--- config.mk ---
export PLATFORM = sky130hd
export DESIGN_NAME = uart_tx_fifo_flat
export DESIGN_NICKNAME = d
export VERILOG_FILES = /design/src/rtl/uart_tx_fifo_if.sv /design/src/rtl/uart_tx_fifo.sv /design/src/flat_wrapper.sv
export SDC_FILE = /design/constraint.sdc
export NUM_CORES = 1
export LEC_CHECK = 0
export CAP_MARGIN = 0
export CORE_UTILIZATION = 30
export CTS_CLUSTER_DIAMETER = 40
export DETAILED_ROUTE_END_ITERATION = 8
export PLACE_DENSITY = 0.45
export SLEW_MARGIN = 10
export SYNTH_ARGS = -nofsm -noshare
export SYNTH_HDL_FRONTEND = slang
export SYNTH_SLANG_ARGS = --single-unit
--- constraint.sdc ---
create_clock -name CLK -period 4.6 [get_ports CLK]
set_input_delay 0.92 -clock CLK [delete_from_list [all_inputs] [get_ports CLK]]
set_output_delay 0.92 -clock CLK [all_outputs]
set_load 0.02 [all_outputs]
--- src/rtl/uart_tx_fifo_if.sv ---
// Byte handshake bundle between uart_rx, the TX FIFO and uart_tx.
// slave = FIFO side, master = environment (rx producer + tx consumer).
interface uart_tx_fifo_if #(
    parameter int unsigned WIDTH = 8
);
    logic [WIDTH-1:0] in_data;
    logic             in_ready;
    logic [WIDTH-1:0] tx_data;
    logic             tx_start;
    logic             tx_idle;

    modport master (
        output in_data, in_ready, tx_idle,
        input  tx_data, tx_start
    );

    modport slave (
        input  in_data, in_ready, tx_idle,
        output tx_data, tx_start
    );
endinterface

--- src/rtl/uart_tx_fifo.sv ---
// Byte FIFO echoing uart_rx bytes into uart_tx, one frame at a time.
// Optional drop statistics counter enabled by defining UART_TX_FIFO_STATS_EN.
module uart_tx_fifo #(
    parameter  int unsigned WIDTH = 8,
    parameter  int unsigned DEPTH = 16,
    localparam int unsigned AW    = $clog2(DEPTH)
) (
    input  logic          CLK,
    input  logic          RST_N,
    uart_tx_fifo_if.slave bus,
    output logic [AW:0]   count,
    output logic          empty,
    output logic          full,
    output logic          overflow,
    output logic [7:0]    drop_count
);

    typedef enum logic [1:0] {
        IDLE      = 2'd0,
        START     = 2'd1,
        WAIT_BUSY = 2'd2,
        WAIT_IDLE = 2'd3
    } state_t;

    state_t           state;
    state_t           state_nxt;
    logic [WIDTH-1:0] mem [DEPTH];
    logic [AW-1:0]    wr_ptr;
    logic [AW-1:0]    rd_ptr;
    logic             prev_ready;
    logic             wr_req;
    logic             wr_en;
    logic             pop;
    logic [AW:0]      count_nxt;

    // Read-side sequencing; pop is decided from the registered occupancy.
    always_comb begin
        state_nxt = state;
        pop       = 1'b0;
        wr_req    = bus.in_ready & ~prev_ready;
        wr_en     = 1'b0;
        count_nxt = count;
        case (state)
            IDLE: begin
                if (!empty) begin
                    pop       = 1'b1;
                    state_nxt = START;
                end
            end
            START:     state_nxt = WAIT_BUSY;
            WAIT_BUSY: if (!bus.tx_idle) state_nxt = WAIT_IDLE;
            WAIT_IDLE: if (bus.tx_idle)  state_nxt = IDLE;
            default:   state_nxt = IDLE;
        endcase
        // A write into a full FIFO still fits when a pop frees a slot this cycle.
        wr_en = wr_req & (~full | pop);
        case ({wr_en, pop})
            2'b10:   count_nxt = count + (AW+1)'(1);
            2'b01:   count_nxt = count - (AW+1)'(1);
            default: count_nxt = count;
        endcase
    end

    always_ff @(posedge CLK or negedge RST_N) begin
        if (!RST_N) state <= IDLE;
        else        state <= state_nxt;
    end

    always_ff @(posedge CLK or negedge RST_N) begin
        if (!RST_N) begin
            prev_ready   <= 1'b0;
            wr_ptr       <= '0;
            rd_ptr       <= '0;
            count        <= '0;
            empty        <= 1'b1;
            full         <= 1'b0;
            overflow     <= 1'b0;
            bus.tx_data  <= '0;
            bus.tx_start <= 1'b0;
        end else begin
            prev_ready   <= bus.in_ready;
            count        <= count_nxt;
            empty        <= (count_nxt == '0);
            full         <= (count_nxt == (AW+1)'(DEPTH));
            bus.tx_start <= (state_nxt == START);
            if (wr_en) wr_ptr <= wr_ptr + AW'(1);
            if (pop) begin
                rd_ptr      <= rd_ptr + AW'(1);
                bus.tx_data <= mem[rd_ptr];
            end
            if (wr_req && !wr_en) overflow <= 1'b1;
        end
    end

    // Storage array carries no reset; contents are qualified by count.
    always_ff @(posedge CLK) begin
        if (wr_en) mem[wr_ptr] <= bus.in_data;
    end

`ifdef UART_TX_FIFO_STATS_EN
    always_ff @(posedge CLK or negedge RST_N) begin
        if (!RST_N) begin
            drop_count <= 8'd0;
        end else if (wr_req && !wr_en && drop_count != 8'hFF) begin
            drop_count <= drop_count + 8'd1;
        end
    end
`else
    assign drop_count = 8'd0;
`endif

endmodule

--- src/flat_wrapper.sv ---
// flat-port wrapper written by rule: the top's interface ports become plain ports
module uart_tx_fifo_flat 
#(
    parameter  int unsigned WIDTH = 8,
    parameter  int unsigned DEPTH = 16,
    localparam int unsigned AW    = $clog2(DEPTH)
)
  (CLK, RST_N, count, empty, full, overflow, drop_count, bus_in_data, bus_in_ready, bus_tx_idle, bus_tx_data, bus_tx_start);
  uart_tx_fifo_if #(.WIDTH(WIDTH)) bus_i ();
  input  logic CLK;
  input  logic RST_N;
  output logic [AW:0] count;
  output logic empty;
  output logic full;
  output logic overflow;
  output logic [7:0] drop_count;
  input wire logic [$bits(bus_i.in_data)-1:0] bus_in_data;
  input wire logic [$bits(bus_i.in_ready)-1:0] bus_in_ready;
  input wire logic [$bits(bus_i.tx_idle)-1:0] bus_tx_idle;
  output wire logic [$bits(bus_i.tx_data)-1:0] bus_tx_data;
  output wire logic [$bits(bus_i.tx_start)-1:0] bus_tx_start;
  assign bus_i.in_data = bus_in_data;
  assign bus_i.in_ready = bus_in_ready;
  assign bus_i.tx_idle = bus_tx_idle;
  assign bus_tx_data = bus_i.tx_data;
  assign bus_tx_start = bus_i.tx_start;
  uart_tx_fifo #(.WIDTH(WIDTH), .DEPTH(DEPTH)) u_core (.CLK(CLK), .RST_N(RST_N), .bus(bus_i), .count(count), .empty(empty), .full(full), .overflow(overflow), .drop_count(drop_count));
endmodule
==> impl_results.md, run 1 <==
- Layout cells sized above 1: 0.1982
- First-pass GRT wire length: roughly 21000 um
- HP Class: reg2reg
- Critical path endpoint category: flop
- Vias in the first global route: between 3000 and 4000
- Min-Delay Startpoint: u_core.overflow
- Per-cell routed wire length: between 15 and 20 um
- Final worst setup slack: between 1 and 1.5 ns
- Fin. Hold Viols: 0
- Final core utilization: 0.3616
- Initial antenna violation count: 0
- Place WS: roughly 0.83 ns
- Final Max Tran Viols: 0
- # diodes: 0
- Area Overhead vs Synth: 17.91%
- Slowest stage cell, crit path: clkdlybuf4s50_1
- Worst slew margin: 0.2231
- Setup TNS Final: 0 ns
- Leak: 2.618 nW
- Reg2reg end: u_core.empty
- Post-synth cell types: 43
- Placed Area: 7025 um^2
- Routability cong.: a little over 0.7
- RSZ-0062 raised after global routing: no
- Critical Path Start Type: input pin
- Root Driver: clkbuf_16
- Outcome: complete, no violations
- CTS tree: built
- GRT overflow: 0
- WHS: 0.4843 ns
- Average size of a mapped cell: approximately 17 um^2
- Prevailing post-synth register cell: edfxtp_1
- Min Tclk post-route: around 3.3 ns
- Worst hold endpoint: u_core.overflow
- # DRC: 0
- Initial cell density of the core: 0.3067
- Port bufs: 28
- Worst-margin pin slew: 1.165 ns
- Drt total wl: roughly 14000 um
- Synth Cell Area: around 6500 um^2
- Cts bufs inserted: 17
- Core area: approximately 21000 um^2
- Setup Fix Bufs, Post-CTS: 0
- Die ar.: 22150 um^2
- H-Tree Depth: 4
- Number of setup violations in the final report: 0
- Synth top area share: 0.5943
- Commonest non-fill, non-tap cell in the layout: edfxtp_1
- Die Height: 148.8 um
- Synth Warn #: 0
- Fin nets: between 400 and 500
- CP dominant cell by count: ha_1
- ANT nets after route: 0
- WHS Path Cells: 1
- Design area: 7626 um^2
- Max Cap Violations: 0
- Worst Setup Path Type: in2reg
- # fillers: around 2000
- Max Root-Sink Buffers: 2
- Cells along the critical path: clkdlybuf4s50_1, nor2b_1, a21boi_4, inv_1, ha_1, xor2_1, ha_1, a21oi_1, mux2i_1, xnor2_1, a311o_1, nor2_1
- HPWL after detailed placement: 8433 um
- Die Wd: 148.8 um
- Worst skew pair latency: approximately 0.42 ns
- CP peak stage delay: approximately 0.47 ns
- Fmax: 298.8 MHz
- WP data required: 4.95 ns
- Max FO, Critical Path: 9
- Ys async rst share: 0.1795
- Vias per inst: 4.636
- Syn Inst Count: ~390
- Ports: 37
- # hold bufs at CTS: 0
- Synth Register Bits: 156
- Reg2reg setup slack: approximately 1.5 ns
- Final Skew: about 0.0073 ns
- Period utilisation layout: 0.7275
- Pwr dens: just over 600 nW/um^2
- Synth top area cells: edfxtp_1 (59%), dfrtp_1 (10%), mux4_2 (4.5%), mux2_2 (4.4%), mux2i_1 (2.6%)
- Clock sinks: around 160
- Post_cts resized: 0
- Register area share after synthesis: 0.7028
- Critical path arrival: 3.69 ns
- Most frequent cells in the layout: edfxtp_1 (128), clkdlybuf4s50_1 (28), dfrtp_1 (26)
- Post-synth EDFFs: between 100 and 150
- Launch point of the worst reg-to-reg path: u_core.state[1]
- Largest net degree at the start of global routing: 34
- R2R cell count: 11
- Clock Pin Slew Worst Setup and Hold Paths: approximately 0.060 ns
- DR pass1 iterations: 4
- DR iter-0 viols: ~210
- # rows: 53
- Peak supply drop: 296.4 uV
- Gr usage total: 0.1335
- Leading area contributor after synthesis: edfxtp_1
- Vias: roughly 3300
==> state kept, by name (all words and copies together), names as in the netlist <==
| register | flops |
|---|---|
| u_core.wr_ptr | 4 |
| u_core.empty | 1 |
| u_core.state | 2 |
| u_core.overflow | 1 |
| u_core.count | 5 |
| u_core.prev_ready | 1 |
| u_core.full | 1 |
| u_core.rd_ptr | 4 |
| u_core.bus.tx_data | 8 |
| u_core.mem | 128 |
| u_core.bus.tx_start | 1 |
==> power breakdown <==
group / internal, W / leakage [nW] / switching, W / total (W)
combinational: 0.000672 / 0.856 / 0.000644 / 0.00132
sequential: 0.00171 / 1.48 / 0.000281 / 0.00199
clock: 0.000855 / 0.283 / 0.000565 / 0.00142
==> logic make-up (layout without fill, tap and decap cells) <==
group / count (synthesis) / in the layout / share of synthesized area
adders and majority gates: 9 / 9 / 0.01741
and+or+nand+nor: 64 / 64 / 0.04759
muxes: 58 / 58 / 0.1273
DFF: 156 / 156 / 0.7028
AOI/OAI and AO/OA: 54 / 54 / 0.05611
other: 1 / 8 / 0.0005798
xor gates and xnor gates: 12 / 12 / 0.01625
buffers and inverters: 35 / 78 / 0.03192
==> synth_stat cells (all sizes together) (2+ instances only) <==
cell    count
xnor2       8
nand3       2
buf        23
mux2i      17
nand4       2
o21ai      11
edfxtp    128
nand2b      3
o21bai      8
mux4       16
mux2       25
dfrtp      27
clkbuf      6
nor2b       3
nor2       24
o21a        3
nand2      13
nor3       12
inv         6
xor2        4
o22ai      16
a21oi       9
ha          9
==> worst max path at each step <==
| stage | start | to | depth (start not counted) |
|---|---|---|---|
| 2_1_floorplan | bus_in_ready | u_core.full | 12 |
| 3_3_place_gp | bus_in_ready | u_core.full | 12 |
| 3_5_place_dp | bus_in_ready | u_core.empty | 12 |
| 4_1_cts | bus_in_ready | u_core.empty | 12 |
| 5_1_grt | bus_in_ready | u_core.empty | 12 |
| 6_report | bus_in_ready | u_core.empty | 12 |
==> per-stage QoR <==
stage	instances	total power, W
2_1_floorplan	396	0.002939
3_3_place_gp	682	0.003333
3_5_place_dp	682	0.003349
4_1_cts	714	0.004780
5_1_grt	714	0.004988
6_report	714	0.004724
==> layout make-up <==
cell class | instances | area, um^2 | area share
Multi-Input combinational cell | 205 | 1742 | 0.2284
Clock inverter | 14 | 171.4 | 0.02248
Sequential cell | 156 | 4547 | 0.5962
Timing Repair Buffer | 40 | 370.4 | 0.04856
Tap cell | 275 | 344.1 | 0.04512
Clock buffer | 18 | 429.2 | 0.05628
Inverter | 6 | 22.52 | 0.002953
==> per-layer routing <==
metal  vias to the layer above  part of all wire  track usage
met4                         0             0.012      0.04898
met3                        10             0.026      0.02936
met2                        41              0.48       0.2133
li1                       1552                 -            -
met1                      1707              0.48       0.1782
met5                         -                 0            0
==> critical path, delay by kind of cell <==
family,cells,cell delay [ns]
AOI/OAI and AO/OA,3,0.78
buffers and inverters,2,0.58
adders and majority gates,2,0.54
and+or+nand+nor,2,0.32
xor gates and xnor gates,2,0.32
muxes,1,0.23
Note: power is estimated with default switching activity, not from simulation.
==> run 2: changes to the inputs <==
==> constraint.sdc (replaced) <==
create_clock -name CLK -period 3.4 [get_ports CLK]
set_input_delay 0.68 -clock CLK [delete_from_list [all_inputs] [get_ports CLK]]
set_output_delay 0.68 -clock CLK [all_outputs]
set_load 0.02 [all_outputs]
==> impl_results.md, run 2 (synthesized netlist as in run 1, its figures left out) <==
- Outcome: complete, no violations (unchanged)
- Fmax: between 300 and 400 MHz
- Die Height: 148.8 um (unchanged)
- Vias per inst: 4.636 (about the same)
- DR iter-0 viols: 258 (was 207)
- Drt total wl: 13500 um (unchanged)
- Die Wd: 148.8 um (unchanged)
- Vias: 3380 (was 3310)
- Critical Path Start Type: flop (was input pin)
- Gr usage total: 0.1317 (was 0.1335)
- Root Driver: clkbuf_16 (unchanged)
- RSZ-0062 raised after global routing: no (unchanged)
- Cts bufs inserted: 17 (unchanged)
- Cells along the critical path: or3_1, a21boi_4, inv_1, ha_1, xor2_1, ha_1, a21oi_1, mux2i_1, xnor2_1, a311o_1, nor2b_1 (was clkdlybuf4s50_1, nor2b_1, a21boi_4, inv_1, ha_1, xor2_1, ha_1, a21oi_1, mux2i_1, xnor2_1, a311o_1, nor2_1)
- Largest net degree at the start of global routing: 24 (was 34)
- Worst Setup Path Type: reg2reg (was in2reg)
- H-Tree Depth: 4 (unchanged)
- Final Skew: 0.006431 ns (was 0.007311 ns)
- Period utilisation layout: 0.8434
- Clock sinks: 156 (unchanged)
- Pwr dens: 843.9 nW/um^2 (was 619.4 nW/um^2)
- Final Max Tran Viols: 0 (unchanged)
- ANT nets after route: 0 (unchanged)
- Largest Register: u_core.mem (unchanged)
- Fin. Hold Viols: 0 (unchanged)
- HP Class: in2async (was reg2reg)
- Slowest stage cell, crit path: or3_1 (was clkdlybuf4s50_1)
- Worst slew margin: 0.5779 (was 0.2231)
- Reg2reg setup slack: 0.53 ns (was 1.50 ns)
- # diodes: 0 (unchanged)
- Largest register FFs: 128 (unchanged)
- Per-cell routed wire length: 18.52 um (was 18.91 um)
- CP dominant cell by count: ha_1 (unchanged)
- Clock Pin Slew Worst Setup and Hold Paths: 0.06 ns (about the same)
- Max Root-Sink Buffers: 2 (unchanged)
- Ports: 37 (unchanged)
- # hold bufs at CTS: 0 (unchanged)
- Worst-margin pin slew: 0.6332 ns (was 1.165 ns)
- GR Util met1: 0.1793 (was 0.1782)
- GRT overflow: 0 (unchanged)
- GR Util met3: 0.03364 (was 0.02936)
- CTS tree: built (unchanged)
- Layout cells sized above 1: 0.2203 (was 0.1982)
- Reg2reg end: u_core.full (was u_core.empty)
- Max FO, Critical Path: 7 (was 9)
- Routability cong.: 0.7080 (was 0.7051)
- WP data required: 3.75 ns (was 4.95 ns)
- # rows: 53 (unchanged)
- Setup TNS Final: 0 ns (unchanged)
- Die ar.: 22150 um^2 (unchanged)
- Launch point of the worst reg-to-reg path: u_core.state[1] (unchanged)
- HPWL after detailed placement: 8705 um (was 8433 um)
- DR pass1 iterations: 4 (unchanged)
- Setup Fix Bufs, Post-CTS: 0 (unchanged)
- Initial cell density of the core: 0.3067 (unchanged)
- CP peak stage delay: 0.52 ns (was 0.47 ns)
- Commonest non-fill, non-tap cell in the layout: edfxtp_1 (unchanged)
- Design area: 7780 um^2 (was 7626 um^2)
- Post_cts resized: 0 (unchanged)
- Placed cell count: 697 (was 682)
- Critical path endpoint category: flop (unchanged)
- Leak: 2.722 nW (was 2.618 nW)
- Final core utilization: 0.3689 (was 0.3616)
- Placed Area: 7151 um^2 (was 7025 um^2)
- Top Registers: u_core.mem (128), u_core.bus.tx_data (8), u_core.count (5) (unchanged)
- Most used routing layer: met2 (unchanged)
- Place WS: 0.1341 ns (was 0.8345 ns)
- Vias in the first global route: 3425 (unchanged)
- Max Cap Violations: 0 (unchanged)
- Number of setup violations in the final report: 0 (unchanged)
- Most frequent cells in the layout: edfxtp_1 (128), clkdlybuf4s50_1 (28), buf_4 (26), dfrtp_1 (26), mux2_2 (25) (was edfxtp_1 (128), clkdlybuf4s50_1 (28), dfrtp_1 (26))
- Finished Layout Cells: 729 (was 714)
- First-pass GRT wire length: 20420 um (was 20900 um)
- Peak supply drop: 367.1 uV (was 296.4 uV)
- Min Tclk post-route: approximately 2.9 ns
- Critical path arrival: 3.22 ns (was 3.69 ns)
- Grt met2 use: 0.2005 (was 0.2133)
- Area Overhead vs Synth: 20.29% (was 17.91%)
- Final worst setup slack: 0.5324 ns (was 1.254 ns)
- R2R cell count: 11 (unchanged)
- Worst skew pair latency: 0.42 ns (about the same)
- Fin nets: 462 (was 447)
- Port bufs: 28 (unchanged)
- # DRC: 0 (unchanged)
- Initial antenna violation count: 0 (unchanged)
- Core area: 21090 um^2 (unchanged)
## run 2: cell types whose count changed in the layout (fill, tap and decap cells not counted), sizes merged
cell and change:
buf +15, clkinvlp -2, bufinv +2, clkinv +1, inv -1
## run 2: layout make-up
| cell class | instances | area, um^2 |
|---|---|---|
| inverters | 6 | 22.52 |
| clock inverters | 14 | 200.2 |
| multi-input cells | 205 | 1742 |
| fillers | 1975 | 13310 |
| well taps | 275 | 344.1 |
| repair buffers | 55 | 495.5 |
| clock buffers | 18 | 429.2 |
| flip-flops and latches | 156 | 4547 |
## run 2: report_power, final
group          leakage [nW]  switching (W)  internal, W
combinational         0.939       0.000979     0.000962
sequential             1.48       0.000285      0.00231
clock                 0.304       0.000737      0.00129
total                  2.72        0.00200      0.00456
## run 2: worst max-delay path by stage
stage	start	cells past startpoint	endpoint
2_1_floorplan	u_core.empty	13	u_core.full
4_1_cts	u_core.state[1]	11	u_core.full
6_report	u_core.state[1]	11	u_core.full
5_1_grt	u_core.state[1]	11	u_core.full
3_5_place_dp	bus_in_ready	12	u_core.full
3_3_place_gp	bus_in_ready	12	u_core.full
## run 2: metrics by stage
stage | hold slack, ns | total power, W
after global placement | 0.4577 | 0.004583
final | 0.4855 | 0.006566
after detailed placement | 0.4878 | 0.004598
after global routing | 0.4901 | 0.006900
after floorplan | 0.3844 | 0.003977
after CTS | 0.4789 | 0.006634
## run 2: worst max-delay path, delay by kind of cell (launching register included)
kind | cells | cell delay, ns
buffers and inverters | 1 | 0.07
xor gates and xnor gates | 2 | 0.29
and+or+nand+nor | 2 | 0.63
adders and majority gates | 2 | 0.47
AOI/OAI and AO/OA | 3 | 0.71
muxes | 1 | 0.23
DFF | 1 | 0.40
## run 2: per-layer routing
layer / vias to the layer above / part of all wire
met5: - / 0
met4: 0 / 0.013
met3: 16 / 0.030
met2: 56 / 0.47
met1: 1729 / 0.49
li1: 1579 / -
==> run 3: changes to the inputs <==
==> constraint.sdc (replaced) <==
create_clock -name CLK -period 2.8 [get_ports CLK]
set_input_delay 0.56 -clock CLK [delete_from_list [all_inputs] [get_ports CLK]]
set_output_delay 0.56 -clock CLK [all_outputs]
set_load 0.02 [all_outputs]
==> impl_results.md, run 3 (synthesized netlist as in run 1, its figures left out) <==
- Outcome: complete, no violations (unchanged)
- Seq pwr share: 0.385 (was 0.395)
- Worst-margin pin slew: 0.6292 ns (was 0.6332 ns)
- Critical path endpoint category: flop (unchanged)
- DR iter-0 viols: 284 (was 258)
- Clock sinks: 156 (unchanged)
- Fmax: ~380 MHz
- Buf/Inv on CP: 2 (was 1)
- CTS tree: built (unchanged)
- Largest net degree at the start of global routing: 32 (was 24)
- # rows: 53 (unchanged)
- Min Tclk post-route: around 2.7 ns
- H-Tree Depth: 4 (unchanged)
- First-pass GRT wire length: 21600 um (was 20420 um)
- HP Class: reg2reg (was in2async)
- Port bufs: 28 (unchanged)
- # diodes: 0 (unchanged)
- Vias: 3408 (was 3380)
- # hold bufs at CTS: 0 (unchanged)
- Gr usage total: 0.1375 (was 0.1317)
- DR top layer: met4 (unchanged)
- Vias in the first global route: 3489 (was 3425)
- Finished Layout Cells: 738 (was 729)
- Largest Register: u_core.mem (unchanged)
- Initial cell density of the core: 0.3067 (unchanged)
- GRT overflow: 0 (unchanged)
- Fin nets: 471 (was 462)
- Critical Path Start Type: input pin (was flop)
- # DRC: 0 (unchanged)
- Core area: 21090 um^2 (unchanged)
- Critical path arrival: 3.00 ns (was 3.22 ns)
- Combinational Power Share: 0.306 (was 0.296)
- WP data required: 3.14 ns (was 3.75 ns)
- Area Overhead vs Synth: 21.84% (was 20.29%)
- Clock Pin Slew Worst Setup and Hold Paths: 0.06 ns (about the same)
- Leak: 2.774 nW (was 2.722 nW)
- Clock power share: 0.309 (about the same)
- Met3 Routed Length: 416 um (was 409 um)
- Slowest stage cell, crit path: clkdlybuf4s50_1 (was or3_1)
- Max Cap Violations: 0 (unchanged)
- Die ar.: 22150 um^2 (unchanged)
- Routability cong.: 0.7320 (was 0.7080)
- Placed cell count: 706 (was 697)
- Worst Setup Path Type: in2reg (was reg2reg)
- Per-cell routed wire length: 19.20 um (was 18.52 um)
- DR pass1 iterations: 4 (unchanged)
- CP peak stage delay: 0.48 ns (was 0.52 ns)
- Met2 wire len: 6744 um (was 6291 um)
- Most frequent cells in the layout: edfxtp_1 (128), buf_4 (35), clkdlybuf4s50_1 (28) (was edfxtp_1 (128), clkdlybuf4s50_1 (28), buf_4 (26), dfrtp_1 (26), mux2_2 (25))
- Largest register FFs: 128 (unchanged)
- Final Skew: 0.007989 ns (was 0.006431 ns)
- Root Driver: clkbuf_16 (unchanged)
- Cells along the critical path: clkdlybuf4s50_1, nor2b_2, a21boi_4, inv_1, ha_1, xor2_1, ha_2, a21oi_2, mux2i_1, xnor2_1, a311o_1, nor2b_1 (was or3_1, a21boi_4, inv_1, ha_1, xor2_1, ha_1, a21oi_1, mux2i_1, xnor2_1, a311o_1, nor2b_1)
- Commonest non-fill, non-tap cell in the layout: edfxtp_1 (unchanged)
- Post-Route M1 WL: 6891 um (was 6621 um)
- Worst slew margin: 0.5792 (was 0.5779)
- Die Height: 148.8 um (unchanged)
- Drt total wl: 14170 um (was 13500 um)
- Period utilisation layout: 0.9468
- Number of setup violations in the final report: 0 (unchanged)
- Int Power: 0.005649 W (was 0.004564 W)
- Die Wd: 148.8 um (unchanged)
- Cts bufs inserted: 17 (unchanged)
- Reg2reg setup slack: 0.18 ns (was 0.53 ns)
- Initial antenna violation count: 0 (unchanged)
- Setup TNS Final: 0 ns (unchanged)
- RSZ-0062 raised after global routing: no (unchanged)
- Top delay family on crit path: compound AO/OA/AOI/OAI gates (unchanged)
- Worst skew pair latency: 0.42 ns (about the same)
- Top Registers: u_core.mem (128), u_core.bus.tx_data (8), u_core.count (5) (unchanged)
- Switching pwr: 0.002484 W (was 0.002001 W)
- Ports: 37 (unchanged)
- Pwr dens: 1032 nW/um^2 (was 843.9 nW/um^2)
- Layout cells sized above 1: 0.2527 (was 0.2203)
- Fin. Hold Viols: 0 (unchanged)
- Final Max Tran Viols: 0 (unchanged)
- HPWL after detailed placement: 9054 um (was 8705 um)
- ANT nets after route: 0 (unchanged)
- Vias per inst: 4.618 (was 4.636)
- Peak supply drop: 448.5 uV (was 367.1 uV)
- Max FO, Critical Path: 5 (was 7)
- Sw Share: 0.3054 (was 0.3048)
- Max Root-Sink Buffers: 2 (unchanged)
run 3: cell types whose count changed in the layout (fill, tap and decap cells not counted), sizes merged:
cell	before	now
clkinvlp	1	2
buf	27	36
clkinv	8	6
inv	6	7
run 3: worst reg2reg max path, stage by stage (launching register included):
cell and delay, ns:
dfrtp_1 0.41, or3_4 0.40, buf_4 0.17, inv_2 0.07, ha_1 0.26, xor2_1 0.20, ha_2 0.30, mux2_2 0.27
a311o_1 0.35, nor2b_1 0.12
run 3: power groups by stage:
stage | sequential (W) | combinational, W | clock [W]
floorplan | 0.00313 | 0.00171 | 0
global placement | 0.00317 | 0.00248 | 0
detailed placement | 0.00318 | 0.00252 | 0
CTS | 0.00313 | 0.00253 | 0.00257
global route | 0.00317 | 0.00272 | 0.00267
finish | 0.00313 | 0.00249 | 0.00251
run 3: through the flow:
stage	worst slack, ns	utilization	instance area [um^2]	power [W]	hold slack (ns)
2_1_floorplan	0.01384	-	6500	0.004839	0.2644
3_3_place_gp	-0.2659	0.3426	7224	0.005659	0.4588
3_5_place_dp	-0.3134	0.3426	7224	0.005694	0.4542
6_report	0.1488	0.3737	7880	0.008133	0.4615
5_1_grt	0.002904	0.3737	7880	0.008568	0.5083
4_1_cts	0.1057	0.3733	7873	0.008232	0.4682
run 3: area by class of cell:
| class | instances | area [um^2] |
|---|---|---|
| Clock buffer | 18 | 429.2 |
| Multi-Input combinational cell | 205 | 1755 |
| Clock inverter | 14 | 219.0 |
| Fill cell | 1990 | 13210 |
| Inverter | 6 | 22.52 |
| Sequential cell | 156 | 4547 |
| Tap cell | 275 | 344.1 |
| Timing Repair Buffer | 64 | 563.0 |
run 3: timing repair:
item | 4_1_cts | 5_1_grt
buffers inserted | 0 | 0
hold endpoints to repair | 0 | 0
gates resized for setup | 0 | 2
setup endpoints to repair | 0 | 2
run 3: per-layer routing:
metal  GRT usage  up-vias
met4     0.04898        0
met5           0        -
met3     0.02844       10
met2      0.2168       65
met1      0.1877     1726
li1            -     1607
run 3: final timing paths:
path	from	to	depth (start not counted)
worst max register to register	u_core.state[1]	u_core.full	9
worst min register to register	u_core.overflow	u_core.overflow	1
min in group asynchronous	RST_N	u_core.count[1]	2
max in group asynchronous	RST_N	u_core.empty	2
worst max-delay path	bus_in_ready	u_core.full	12
worst min-delay path	u_core.overflow	u_core.overflow	1
